## config.mk

```make
export PLATFORM = sky130hd
export DESIGN_NAME = kbd_key_state
export DESIGN_NICKNAME = d
export VERILOG_FILES = /design/src/rtl/kbd_pkg.sv /design/src/rtl/kbd_key_state.sv
export SDC_FILE = /design/constraint.sdc
export NUM_CORES = 1
export LEC_CHECK = 0
export ABC_AREA = 0
export CAP_MARGIN = 20
export CORE_ASPECT_RATIO = 1.5
export CORE_MARGIN = 2
export CORE_UTILIZATION = 53
export CTS_CLUSTER_DIAMETER = 150
export CTS_CLUSTER_SIZE = 14
export DETAILED_ROUTE_END_ITERATION = 7
export PLACE_DENSITY_LB_ADDON = 0.2
export SKIP_LAST_GASP = 1
export SLEW_MARGIN = 20
export SYNTH_ARGS = -nofsm -noshare
export SYNTH_HDL_FRONTEND = slang
export SYNTH_SLANG_ARGS = --single-unit
```

## constraint.sdc

```tcl
create_clock -name clk -period 2.83 [get_ports clk]
set_clock_uncertainty 0.15 [all_clocks]
set_input_delay 0.283 -clock clk [delete_from_list [all_inputs] [get_ports clk]]
set_output_delay 0.283 -clock clk [all_outputs]
set_load 0.03 [all_outputs]
```

## src/rtl/kbd_pkg.sv

```systemverilog
// Shared definitions for the PS/2 key-state decoder: prefix FSM states and
// the scan-code constants the decoder cares about.
package kbd_pkg;

  // Prefix tracking: plain, after E0, after F0, after E0 F0.
  typedef enum logic [1:0] {
    StIdle   = 2'd0,
    StExt    = 2'd1,
    StBrk    = 2'd2,
    StExtBrk = 2'd3
  } prefix_state_e;

  localparam logic [7:0] SC_EXT   = 8'hE0;
  localparam logic [7:0] SC_BRK   = 8'hF0;
  localparam logic [7:0] SC_LEFT  = 8'h6B;
  localparam logic [7:0] SC_RIGHT = 8'h74;
  localparam logic [7:0] SC_FIRE  = 8'h29;

endpackage

```

## src/rtl/kbd_key_state.sv

```systemverilog
// PS/2 scan-code decoder that tracks left/right arrow and space-bar held
// state. E0/F0 prefixes are followed by a small FSM; a prefix that is not
// followed by another byte within PREFIX_TIMEOUT idle cycles is dropped.
// Optional macro KBD_DIR_RESOLVE_EN: when both arrows are held only the most
// recently pressed one is reported.
module kbd_key_state
  import kbd_pkg::*;
#(
  parameter int unsigned PREFIX_TIMEOUT = 1000000
) (
  input  logic       clk,
  input  logic       resetN,
  input  logic [7:0] scanCode,
  input  logic       scanValid,
  output logic       leftPress,
  output logic       rightPress,
  output logic       fireHeld,
  output logic       firePulse
);

  localparam int unsigned CntW = (PREFIX_TIMEOUT > 0) ? $clog2(PREFIX_TIMEOUT + 1) : 1;
  localparam logic [CntW-1:0] CntMax = CntW'(PREFIX_TIMEOUT);

  prefix_state_e   state_q, state_d;
  logic [CntW-1:0] cnt_q, cnt_d;
  logic            left_held_q, left_held_d;
  logic            right_held_q, right_held_d;
  logic            fire_held_q, fire_held_d;
  logic            left_out_d, right_out_d, fire_pulse_d;
  logic            key_evt, key_ext, key_make;
`ifdef KBD_DIR_RESOLVE_EN
  logic            last_dir_q, last_dir_d;  // 0: left pressed last, 1: right
`endif

  // Prefix FSM and timeout counter next-state.
  always_comb begin
    state_d  = state_q;
    cnt_d    = cnt_q;
    key_evt  = 1'b0;
    key_ext  = 1'b0;
    key_make = 1'b0;
    if (scanValid) begin
      cnt_d = '0;
      unique case (state_q)
        StIdle: begin
          if (scanCode == SC_EXT) begin
            state_d = StExt;
          end else if (scanCode == SC_BRK) begin
            state_d = StBrk;
          end else begin
            key_evt  = 1'b1;
            key_make = 1'b1;
          end
        end
        StExt: begin
          if (scanCode == SC_BRK) begin
            state_d = StExtBrk;
          end else if (scanCode != SC_EXT) begin
            key_evt  = 1'b1;
            key_ext  = 1'b1;
            key_make = 1'b1;
            state_d  = StIdle;
          end
        end
        StBrk: begin
          if (scanCode == SC_EXT) begin
            state_d = StExt;
          end else if (scanCode != SC_BRK) begin
            key_evt = 1'b1;
            state_d = StIdle;
          end
        end
        StExtBrk: begin
          // A second prefix here is malformed; abandon the sequence.
          if (scanCode != SC_EXT && scanCode != SC_BRK) begin
            key_evt = 1'b1;
            key_ext = 1'b1;
          end
          state_d = StIdle;
        end
        default: state_d = StIdle;
      endcase
    end else if (state_q != StIdle) begin
      if (cnt_q == CntMax) begin
        state_d = StIdle;
      end else begin
        cnt_d = cnt_q + CntW'(1);
      end
    end else begin
      cnt_d = '0;
    end
  end

  // Key held flags and registered output values.
  always_comb begin
    left_held_d  = left_held_q;
    right_held_d = right_held_q;
    fire_held_d  = fire_held_q;
`ifdef KBD_DIR_RESOLVE_EN
    last_dir_d   = last_dir_q;
`endif
    if (key_evt) begin
      if (key_ext && scanCode == SC_LEFT) begin
        left_held_d = key_make;
`ifdef KBD_DIR_RESOLVE_EN
        if (key_make) last_dir_d = 1'b0;
`endif
      end else if (key_ext && scanCode == SC_RIGHT) begin
        right_held_d = key_make;
`ifdef KBD_DIR_RESOLVE_EN
        if (key_make) last_dir_d = 1'b1;
`endif
      end else if (!key_ext && scanCode == SC_FIRE) begin
        fire_held_d = key_make;
      end
    end
`ifdef KBD_DIR_RESOLVE_EN
    left_out_d  = left_held_d & (~right_held_d | ~last_dir_d);
    right_out_d = right_held_d & (~left_held_d | last_dir_d);
`else
    left_out_d  = left_held_d;
    right_out_d = right_held_d;
`endif
    fire_pulse_d = fire_held_d & ~fire_held_q;
  end

  // State, flags and output registers.
  always_ff @(posedge clk or negedge resetN) begin
    if (!resetN) begin
      state_q      <= StIdle;
      cnt_q        <= '0;
      left_held_q  <= 1'b0;
      right_held_q <= 1'b0;
      fire_held_q  <= 1'b0;
`ifdef KBD_DIR_RESOLVE_EN
      last_dir_q   <= 1'b0;
`endif
      leftPress    <= 1'b0;
      rightPress   <= 1'b0;
      fireHeld     <= 1'b0;
      firePulse    <= 1'b0;
    end else begin
      state_q      <= state_d;
      cnt_q        <= cnt_d;
      left_held_q  <= left_held_d;
      right_held_q <= right_held_d;
      fire_held_q  <= fire_held_d;
`ifdef KBD_DIR_RESOLVE_EN
      last_dir_q   <= last_dir_d;
`endif
      leftPress    <= left_out_d;
      rightPress   <= right_out_d;
      fireHeld     <= fire_held_d;
      firePulse    <= fire_pulse_d;
    end
  end

endmodule

```

# After elaboration in Yosys (flattened, before gate mapping)
# Index checks and enable logic that the tools add are counted.
[classes] bitwise_logic=3 reduce_logical=12 n_eq_ne=15 n_addsub=1 muxes=30
[ops] operator="20-bit two-way mux" n=3
[ops] operator="20-bit by 1-bit adder with 20-bit output (second input constant)" n=1
[ops] operator="20-bit equality test (second input constant)" n=1
[ops] operator="2-bit two-way mux" n=9
[ops] operator="8-bit by 7-bit equality test with 1-bit output (second input constant)" n=2
[ops] operator="8-bit equality test (second input constant)" n=2
[ops] operator="8-bit != test (second input constant)" n=2
[ops] operator="1-bit two-way mux" n=14
[ops] operator="4-bit != test (second input constant)" n=3
[ops] operator="8-bit by 6-bit equality test with 1-bit output (second input constant)" n=1
[ops] operator="2-bit one-hot mux with 4 select lines" n=1
[ops] operator="2-bit nonzero test" n=3
[ops] operator="5-bit AND reduction" n=1
[ops] operator="2-bit equality test (second input constant)" n=2
[ops] operator="1-bit logical AND" n=4
[ops] operator="1-bit one-hot mux with 2 select lines" n=2
[ops] operator="1-bit one-hot mux with 4 select lines" n=1
[ops] operator="3-bit != test (second input constant)" n=1
[ops] operator="3-bit AND reduction" n=1
[ops] operator="2-bit by 1-bit equality test with 1-bit output (second input constant)" n=1
[ops] operator="2-bit logical NOT" n=1
[ops] operator="1-bit inverter" n=2
[ops] operator="2-bit AND reduction" n=1
[ops] operator="1-bit bitwise AND" n=1
[ops] operator="1-bit logical NOT" n=1
[word_totals] out_inout_bits=4 input_bits=11 elab_cells=67 ff_bits=26

# Logic depth before layout (Yosys ltp)
[depth] depth_word=12 ltp_mapped=6 mapped_depth_nobuf=6

# Least setup slack after synthesis
# No wires, ideal clock.
[synth_timing] kind="register to register" from="reg cnt_q[0]" to="reg cnt_q[18]" setup_slack_ps=1094 t_required_ps=2603 arrival_time_ps=1508 n_path_buf=1 path_stages_with_launch=7 setup_ps=77 path_cell_list="dfrtp_1 ha_1 and4_1 buf_2 nand3_1 or4_1 a21oi_1"
[synth_via] elab_chain_len=4
[synth_rtl] item="start, declared" line_no="kbd_key_state.sv:25" rtl="logic [CntW-1:0] cnt_q, cnt_d;"
[synth_rtl] item="start signal, assigned" line_no="kbd_key_state.sv:144" rtl="cnt_q <= cnt_d;"
[synth_rtl] item="20-bit by 1-bit adder with 20-bit output" line_no="kbd_key_state.sv:87" rtl="cnt_d = cnt_q + CntW'(1);"
[synth_rtl] item="20-bit two-way mux" line_no="kbd_key_state.sv:84" rtl="if (cnt_q == CntMax) begin"
[synth_rtl] item="20-bit two-way mux" line_no="kbd_key_state.sv:83" rtl="end else if (state_q != StIdle) begin"
[synth_rtl] item="20-bit two-way mux" line_no="kbd_key_state.sv:42" rtl="if (scanValid) begin"
# Parallel ways exist; a longest one is shown, timed or not. The select of a mux whose other input is x is not followed.
# A chain may end at the register's enable or synchronous reset.

# Worst setup path in the final report
# Ends and elaborated chain as after synthesis.

==> impl_metrics.toml <==
[run_status]
status = "finished, final reports clean"

[finish]
regArea_um2 = 651
nets = 171
drive_above_1_share_pct = 7.01
final_cells = 181
area_delta_synth_final_pct = 13.7
diodes = 0
fin_area_um2 = 1580
fillerInstances = 219
multi_input_area_um2 = 687

[place]
placed_cells = 177
portBuffers = 14
place_congestion = 0.821
dp_hpwl_um = 2150
place_area_um2 = 1550

[setup_path]
worst-path-max-fanout = 6
critPathKind = "register to register"
worstSetupStartpointType = "register"
cp.arrival_ps = 2070
ff2ff_setup_slack_ps = 870
reg2reg_depth = 5
r2r-end = "cnt_q[18]"
cp.required_ps = 2930
regToRegStartpoint = "cnt_q[0]"
critPathLaunch = "cnt_q[0]"
endpoint_kind = "register"

[timing]
fin_tns_setup_ps = 0
setup_violations = 0
fmax_mhz = 509
period_needed_ps = 1960
fin_crit_sh_pct = 69.4
fin_hold_ws_ps = 163
rsz0062_at_grt = "no"
tightest_slew_ps = 659
final_max_slew_viol_count = 0
hold_viol_final = 0
relSlewSlack_pct = 56.0

[yosys]
yosysUniqueCellTypes = 35
yosysTopAreaCell = "dfrtp_1"
synth_warnings = 0
ys_seq_area_share_pct = 46.8
syn_area_um2 = 1390
synth.top_cell.area_share_pct = 46.8
syn_inst = 142
async_flop_share_pct = 100
synth_edf_count = 0
synth_common_cells = "dfrtp_1 (26), nor2_1 (13), nand3_1 (11), xor2_1 (11), a21oi_1 (10)"
yosysMostFrequentCell = "dfrtp_1"
avgSynthCellArea_um2 = 9.80
syn_nets = 155
yosys-top-cells-area = "dfrtp_1 (47%), xor2_1 (6.9%), nand3_1 (4.0%), a21oi_1 (3.6%), nor2_1 (3.5%)"
synthFlopType = "dfrtp_1"
ys_ff_latch = 26

[floorplan]
die_h_um = 66.8
ios = 15
num_rows = 22
start_util_pct = 56.2
core_area_um2 = 2480
die_area_um2 = 3060
chipWidth_um = 45.8

[drt]
antenna_left = 0
drc = 0
drt_first_pass_iters = 3
via_count = 1099
wl_um = 2770
wire_per_inst_um = 15.3
drtIter0Drc = 21
via_per_inst = 6.07

[clock_network]
cts_buffer_depth = 2
cts_setup_buffers = 0
clk_latency_ps = 320
htree_levels = 1
cts_buffers = 3
ctsResizeCount = 0
path_clk_slew_ps = 140
holdBufCountCts = 0
clock_sinks = 26
clockRootBuffer = "clkbuf_4"
cts_tree = "done"

[global_route]
antenna_found_initial = 0
grt_max_degree = 27
grtUsageTotal_pct = 21.9
first_global_vias = 1117
grt_overflow = 0
grt_pass1_wl_um = 4840

[flow_run]
cap_violations = 0

[hold_path]
hold_class = "primary input to asynchronous set/reset pin"

[power_and_ir_drop]
irDropWorstVdd_mv = 0.259
p_per_area_nw_per_um2 = 373
p_leak_nw = 0.658
[worst max-delay path: stages (launching register included)]
cell     delay [ps]
dfrtp_1         430
ha_1            240
and4_1          320
nand3_1         160
or4_1           420
a21oi_1         170
[cell usage in the layout, fill, tap and decap left out]
cell type and n:
ha_1 2, a32o_1 1, a21oi_1 10, a21bo_2 1
or4_1 4, clkbuf_8 1, nand2b_1 1, clkbuf_4 3
or3_2 1, dfrtp_1 26, and2_2 1, nand4_1 5
nor3_1 3, nor2_1 13, xor2_1 11, clkdlybuf4s50_1 14
nand3_1 11, mux2i_1 2, inv_1 6, and2_1 1
and4b_1 2, or3_1 2, buf_4 2, nand2_1 7
nand4_4 1, and3_2 1, o21ai_0 6, o31ai_1 4
nor4b_1 4, o21bai_1 1, nor4bb_1 1, o211ai_1 1
and3_1 2, and4_1 4, nor2b_1 2
[metrics by stage]
step	power (mW)	utilization (%)	worst slack (ps)
floorplan	0.383	-	1090
global placement	0.408	62.4	853
detailed placement	0.409	62.4	826
CTS	0.596	63.8	853
global route	0.614	63.8	725
finish	0.590	63.8	865
[cell families (layout without fill, tap and decap cells)]
logic type                 count (synthesis)  count (layout)  synth area share, %
adders and majority gates                  2               2                 1.80
AOI/OAI and AO/OA                         24              24                 10.4
buffers and inverters                     11              26                 3.87
DFF                                       26              26                 46.8
xor gates and xnor gates                  11              11                 6.92
and+or+nand+nor                           66              66                 28.8
muxes                                      2               2                 1.44
[worst max path at each step]
stage	endpoint	slack [ps]	depth (start not counted)
after floorplan	cnt_q[18]	1090	6
after global placement	fire_held_q	850	5
after detailed placement	fire_held_q	830	5
after CTS	cnt_q[18]	850	5
after global routing	cnt_q[18]	720	5
final	cnt_q[18]	870	5
[per-layer routing]
layer	track usage, %	vias up	wire length [um]
li1	-	549	-
met1	22.9	533	1080
met2	41.9	15	1600
met3	2.98	2	64
met4	7.50	0	16
met5	0	-	0
[area by class of cell]
type | count | share of cell area (%)
Multi-Input combinational cell | 105 | 43.4
Inverter | 6 | 1.42
Timing Repair Buffer | 16 | 9.81
Tap cell | 24 | 1.90
Clock buffer | 4 | 2.29
Sequential cell | 26 | 41.1
[sequential cells by signal, summed over array words and instances, names as in the netlist]
register	count
fire_held_q	1
right_held_q	1
left_held_q	1
firePulse	1
cnt_q	20
state_q	2
[where the power goes]
| group | internal, mW | total [mW] | leakage [nW] | switching (mW) |
|---|---|---|---|---|
| clock | 0.0787 | 0.188 | 0.0210 | 0.109 |
| combinational | 0.0157 | 0.0293 | 0.284 | 0.0137 |
| sequential | 0.372 | 0.372 | 0.353 | 0.000343 |
(Power assumes the default switching activity.)
